`src/rtl/seg7_scan_ctrl.sv`:
```
// 4-digit 7-segment front end: accepts a binary value, converts it to BCD with a
// sequenced double-dabble engine, and time-multiplexes the digits onto seg/an.
module seg7_scan_ctrl #(
  parameter int REFRESH_DIV    = 50000,
  parameter bit SEG_ACTIVE_LOW = 1'b1,
  parameter bit AN_ACTIVE_LOW  = 1'b1
) (
  input  logic        clk,
  input  logic        rst,
  input  logic        in_valid,
  output logic        in_ready,
  input  logic [15:0] in_value,
  input  logic        blank,
  output logic [6:0]  seg,
  output logic [3:0]  an,
  output logic        busy,
  output logic        ovf
);

  localparam int CW = $clog2(REFRESH_DIV);
  localparam logic [3:0] DASH = 4'hA;

  typedef enum logic [1:0] {IDLE, CONV, LOAD} state_t;

  state_t             state;
  logic [15:0]        shift;
  logic [19:0]        bcd;
  logic [19:0]        bcd_adj;
  logic [3:0]         step;
  logic [3:0][3:0]    dig;
  logic [CW-1:0]      cnt;
  logic [1:0]         idx;
  logic [3:0]         vis;

  function automatic logic [6:0] enc(input logic [3:0] d);
    logic [6:0] c;
    case (d)
      4'd0:    c = 7'b0111111;
      4'd1:    c = 7'b0000110;
      4'd2:    c = 7'b1011011;
      4'd3:    c = 7'b1001111;
      4'd4:    c = 7'b1100110;
      4'd5:    c = 7'b1101101;
      4'd6:    c = 7'b1111101;
      4'd7:    c = 7'b0000111;
      4'd8:    c = 7'b1111111;
      4'd9:    c = 7'b1101111;
      DASH:    c = 7'b1000000;
      default: c = 7'b0000000;
    endcase
    return c;
  endfunction

  // Add-3 correction on every BCD nibble before the shift.
  always_comb begin
    bcd_adj = bcd;
    for (int i = 0; i < 5; i++) begin
      if (bcd[4*i +: 4] >= 4'd5) bcd_adj[4*i +: 4] = bcd[4*i +: 4] + 4'd3;
    end
  end

  always_ff @(posedge clk or posedge rst) begin
    if (rst) begin
      state    <= IDLE;
      shift    <= '0;
      bcd      <= '0;
      step     <= '0;
      dig      <= '0;
      ovf      <= 1'b0;
      in_ready <= 1'b1;
      busy     <= 1'b0;
    end else begin
      case (state)
        IDLE: begin
          if (in_valid) begin
            shift    <= in_value;
            bcd      <= '0;
            step     <= '0;
            in_ready <= 1'b0;
            busy     <= 1'b1;
            state    <= CONV;
          end
        end
        CONV: begin
          {bcd, shift} <= {bcd_adj[18:0], shift, 1'b0};
          step         <= step + 4'd1;
          if (step == 4'd15) state <= LOAD;
        end
        LOAD: begin
          if (bcd[19:16] != 4'd0) begin
            ovf <= 1'b1;
            dig <= {4{DASH}};
          end else begin
            ovf <= 1'b0;
            dig <= bcd[15:0];
          end
          in_ready <= 1'b1;
          busy     <= 1'b0;
          state    <= IDLE;
        end
        default: begin
          in_ready <= 1'b1;
          busy     <= 1'b0;
          state    <= IDLE;
        end
      endcase
    end
  end

  // Leading-zero blanking; digit 0 always visible, dash is nonzero so never blanked.
  always_comb begin
    vis[3] = (dig[3] != 4'd0);
    vis[2] = vis[3] | (dig[2] != 4'd0);
    vis[1] = vis[2] | (dig[1] != 4'd0);
    vis[0] = 1'b1;
  end

  always_ff @(posedge clk or posedge rst) begin
    if (rst) begin
      cnt <= '0;
      idx <= '0;
      seg <= enc(4'd0) ^ {7{SEG_ACTIVE_LOW}};
      an  <= 4'b0001 ^ {4{AN_ACTIVE_LOW}};
    end else begin
      if (cnt == CW'(REFRESH_DIV - 1)) begin
        cnt <= '0;
        idx <= idx + 2'd1;
      end else begin
        cnt <= cnt + CW'(1);
      end
      seg <= enc(dig[idx]) ^ {7{SEG_ACTIVE_LOW}};
      an  <= ((!blank && vis[idx]) ? (4'b0001 << idx) : 4'b0000) ^ {4{AN_ACTIVE_LOW}};
    end
  end

endmodule

```
`config.mk`:
```
export PLATFORM = sky130hd
export DESIGN_NAME = seg7_scan_ctrl
export DESIGN_NICKNAME = d
export VERILOG_FILES = /design/src/rtl/seg7_scan_ctrl.sv
export SDC_FILE = /design/constraint.sdc
export NUM_CORES = 1
export LEC_CHECK = 0
export ABC_AREA = 1
export CAP_MARGIN = 20
export CORE_ASPECT_RATIO = 0.7
export CORE_MARGIN = 4
export CORE_UTILIZATION = 50
export DETAILED_ROUTE_END_ITERATION = 8
export GPL_TIMING_DRIVEN = 1
export PLACE_DENSITY = 0.7
export SKIP_CTS_REPAIR_TIMING = 1
export SLEW_MARGIN = 20
export SYNTH_ARGS = -nofsm -noshare
export SYNTH_HDL_FRONTEND = slang
export SYNTH_SLANG_ARGS = --single-unit
```
`constraint.sdc`:
```
create_clock -name clk -period 3.2 [get_ports clk]
set_input_delay 0.64 -clock clk [delete_from_list [all_inputs] [get_ports clk]]
set_output_delay 0.64 -clock clk [all_outputs]
set_load 0.005 [all_outputs]
```
==> results by group <==
Outcome
  – Result of the run: completed

Place
  – # placed instances: 704
  – Routability congestion estimate from global placement: 0.831
  – Input/output buffers: 33
  – HPWL after detailed placement: 6.48 mm

Logic synthesis
  – Average footprint of a synthesized cell: 8.32 um^2
  – Number of standard cells after synthesis: 556
  – Yosys warnings: 0
  – Nets in the synthesized netlist: 598
  – Count of distinct cell types in the synthesized netlist: 32
  – Synthesized cell area: 4620 um^2
  – Number of flip-flops and latches in the synthesized netlist: 90
  – Sequential area share after synthesis: 48.8%

Die
  – Die area: 10900 um^2
  – X dimension of the die: 123 um
  – Boundary Pins: 34
  – Starting utilization of the core area: 51.2%
  – Height of the chip: 88.5 um
  – Core ar.: 9030 um^2
  – Site row count: 29

STA
  – Final worst path period share: 65.4%
  – Final count of pins violating max slew: 0
  – Count of endpoints failing setup in the final report: 0
  – Setup_tns: 0 ns
  – Final Hold Viols: 0
  – Fin Hold WS: 0.487 ns
  – Normalized max-slew margin: 55.6%
  – Final critical path time including I/O delays and setup: 2.09 ns
  – F_max: 0.478 GHz
  – Unrepaired setup endpoints after global routing: false
  – Actual slew at the worst max-slew pin: 0.665 ns
  – Maximum clock skew at final layout: 0.00609 ns

Worst setup path
  – Sort of element at the end of the critical path: flop
  – Worst endpoint data arrival time: 2.30 ns
  – Worst Path Max Fanout: 25
  – Crit path launch type: flop
  – Crit-path slowest cell: sky130_fd_sc_hd__dfrtp_1
  – Worst endpoint required time: 3.41 ns
  – Cell family contributing the most delay on the critical path: simple AND/OR/NAND/NOR gates
  – Buffers & Inverters on Critical Path: 3
  – Maximum single-stage delay on the critical path: 0.43 ns
  – Chain of cells forming the critical path: inv_2 > nor2_4 > inv_2 > nand2_4 > inv_2 > nand2_1 > o211ai_1
  – R2R Path Start: state[0]
  – Reg2Reg Setup Slack: 1.11 ns
  – Setup CP Type: flop to flop
  – Most used cell along the critical path: sky130_fd_sc_hd__inv_2
  – CP Launch Point: state[0]

GRT
  – Sum of overflow across all layers after global routing: 0
  – GR Util met3: 5.50%
  – First-pass GRT wire length: 16.1 mm
  – Fraction of met1 tracks used by global routing: 26.2%
  – Largest net degree at the start of global routing: 48
  – Number of global-route vias before repair: 3442
  – All-layer global routing usage: 18.8%
  – Most utilized layer in the global route result: met2
  – Initial antenna violation count: 0
  – Grt met2 use: 28.7%

Cells and area
  – Number of cells in the finished layout apart from fillers: 720
  – Most common cell after layout, fill and taps aside: sky130_fd_sc_hd__nand2_1
  – Top library cells by usage in the layout, fill and taps aside: sky130_fd_sc_hd__nand2_1 (170), sky130_fd_sc_hd__dfrtp_1 (85), sky130_fd_sc_hd__inv_1 (61)
  – Synth-to-layout area growth: 15.9%
  – Area of the multi-input gates: 2020 um^2
  – Share of cells above drive strength 1: 7.55%
  – Register area: 2260 um^2
  – Antenna diode instance count: 0
  – Nets: 633
  – Final-layout fill cell count: 792

Power and ir drop
  – Worst vdd ir: 0.370 mV
  – Cell Pwr Density: 778 nW/um^2
  – P_leak: 2.49 nW
  – Total Power: 4.17 mW

Route
  – Post-detailed-route DRC marker count: 0
  – DR vias/cell: 5.03
  – DRT iter0 DRCs: 239
  – Total iterations of the first detailed-routing run: 4
  – Detail-routed net length per standard cell: 12.7 um
  – Count of nets left with antenna violations after detail routing: 0
  – Routed wire length: 9.13 mm
  – Vias after detailed routing: 3625

Clock tree
  – Clk_lat worst skew: 0.34 ns
  – Clock-pin transition on the worst setup and hold timing paths: 0.06 ns
  – Clock tree from TritonCTS: yes
  – CTS H-Tree Depth: 3
  – Clk Tree Root Cell: sky130_fd_sc_hd__clkbuf_16
  – CTS Buffer Depth: 2
  – Number of clock sinks seen by CTS: 90
  – CTS buffer count: 9

Hold path
  – Type of the most critical hold path: flop to flop
  – Beginning of the worst hold path: bcd[5]

Flow run
  – Number of maximum-capacitance constraint violations: 0
[state kept, by name (all words and copies together), names as in the netlist, 2 cells and up]
| signal | cells |
|---|---|
| an | 4 |
| bcd | 20 |
| cnt | 16 |
| dig | 16 |
| idx | 2 |
| seg | 7 |
| shift | 16 |
| state | 2 |
| step | 4 |
[area by class of cell]
| class | count | area share, % |
|---|---|---|
| clock inverters | 2 | 0.653 |
| inverters | 68 | 4.78 |
| well taps | 124 | 2.89 |
| clock buffers | 14 | 5.11 |
| multi-input cells | 387 | 37.8 |
| flip-flops and latches | 90 | 42.1 |
| repair buffers | 35 | 6.67 |
[tightest hold or removal path, delay by kind of cell (launching register included)]
kind / cells / cell delay, ns
simple gates: 2 / 0.11
flops: 1 / 0.34
[stage by stage]
| stage | cell area (um^2) | utilization (%) | worst slack, ns |
|---|---|---|---|
| final | 5360 | 59.3 | 1.11 |
| after global routing | 5360 | 59.3 | 0.908 |
| after CTS | 5360 | 59.3 | 1.08 |
| after detailed placement | 5050 | 55.9 | 1.10 |
| after global placement | 5050 | 55.9 | 1.15 |
| after floorplan | 4620 | - | 0.233 |
[report_power, final]
group / internal (mW) / switching [mW]
combinational: 0.566 / 0.813
clock: 0.668 / 0.415
sequential: 1.48 / 0.232
total: 2.71 / 1.46
[Yosys cell counts]
library cell,number,area (um^2)
sky130_fd_sc_hd__nand3_1,41,205
sky130_fd_sc_hd__or2_2,1,6.26
sky130_fd_sc_hd__ha_1,22,275
sky130_fd_sc_hd__buf_4,5,37.5
sky130_fd_sc_hd__nand2_1,170,638
sky130_fd_sc_hd__o221ai_1,13,114
sky130_fd_sc_hd__xor2_1,12,105
sky130_fd_sc_hd__clkbuf_2,1,5.00
sky130_fd_sc_hd__buf_6,3,33.8
sky130_fd_sc_hd__nand2_4,1,11.3
sky130_fd_sc_hd__xnor2_1,1,8.76
sky130_fd_sc_hd__nand2_2,5,31.3
sky130_fd_sc_hd__inv_1,62,233
sky130_fd_sc_hd__inv_2,6,22.5
sky130_fd_sc_hd__nor2_2,2,12.5
sky130_fd_sc_hd__o211ai_1,1,7.51
sky130_fd_sc_hd__dfstp_2,5,131
sky130_fd_sc_hd__a21oi_1,11,55.1
sky130_fd_sc_hd__o211ai_2,1,12.5
sky130_fd_sc_hd__a22o_1,1,8.76
sky130_fd_sc_hd__nand3b_1,3,22.5
sky130_fd_sc_hd__o22ai_1,7,43.8
sky130_fd_sc_hd__dfrtp_1,85,2130
sky130_fd_sc_hd__buf_2,2,10.0
sky130_fd_sc_hd__nand4_1,2,12.5
sky130_fd_sc_hd__nor2_4,4,45.0
sky130_fd_sc_hd__nor2_1,43,161
sky130_fd_sc_hd__nand4_2,1,12.5
sky130_fd_sc_hd__nor3_1,2,10.0
sky130_fd_sc_hd__o21ai_0,34,170
sky130_fd_sc_hd__o21ai_1,7,35.0
sky130_fd_sc_hd__nand3_2,2,20.0
[metal layers]
layer	part of all wire (%)	routed length, um
met4	1.4	127
met2	43	3950
met5	0	0
met3	5.3	486
met1	50	4570
[path summary, 6_finish.rpt]
path,to,cells after the start
max,shift[3],7
min,bcd[5],2
max reg2reg,shift[3],7
min reg2reg,bcd[5],2
max in group asynchronous,seg[6],3
min in group asynchronous,shift[11],2
[cell families (layout without fill, tap and decap cells)]
logic type / Yosys count / after routing / synth area share, %
compound gates: 75 / 75 / 9.66
xor+xnor: 13 / 13 / 2.46
fa+ha+maj: 22 / 22 / 5.95
buf+inv: 79 / 119 / 7.39
flops: 90 / 90 / 48.8
simple gates: 277 / 277 / 25.7
Power figures use the tool's default switching activity.
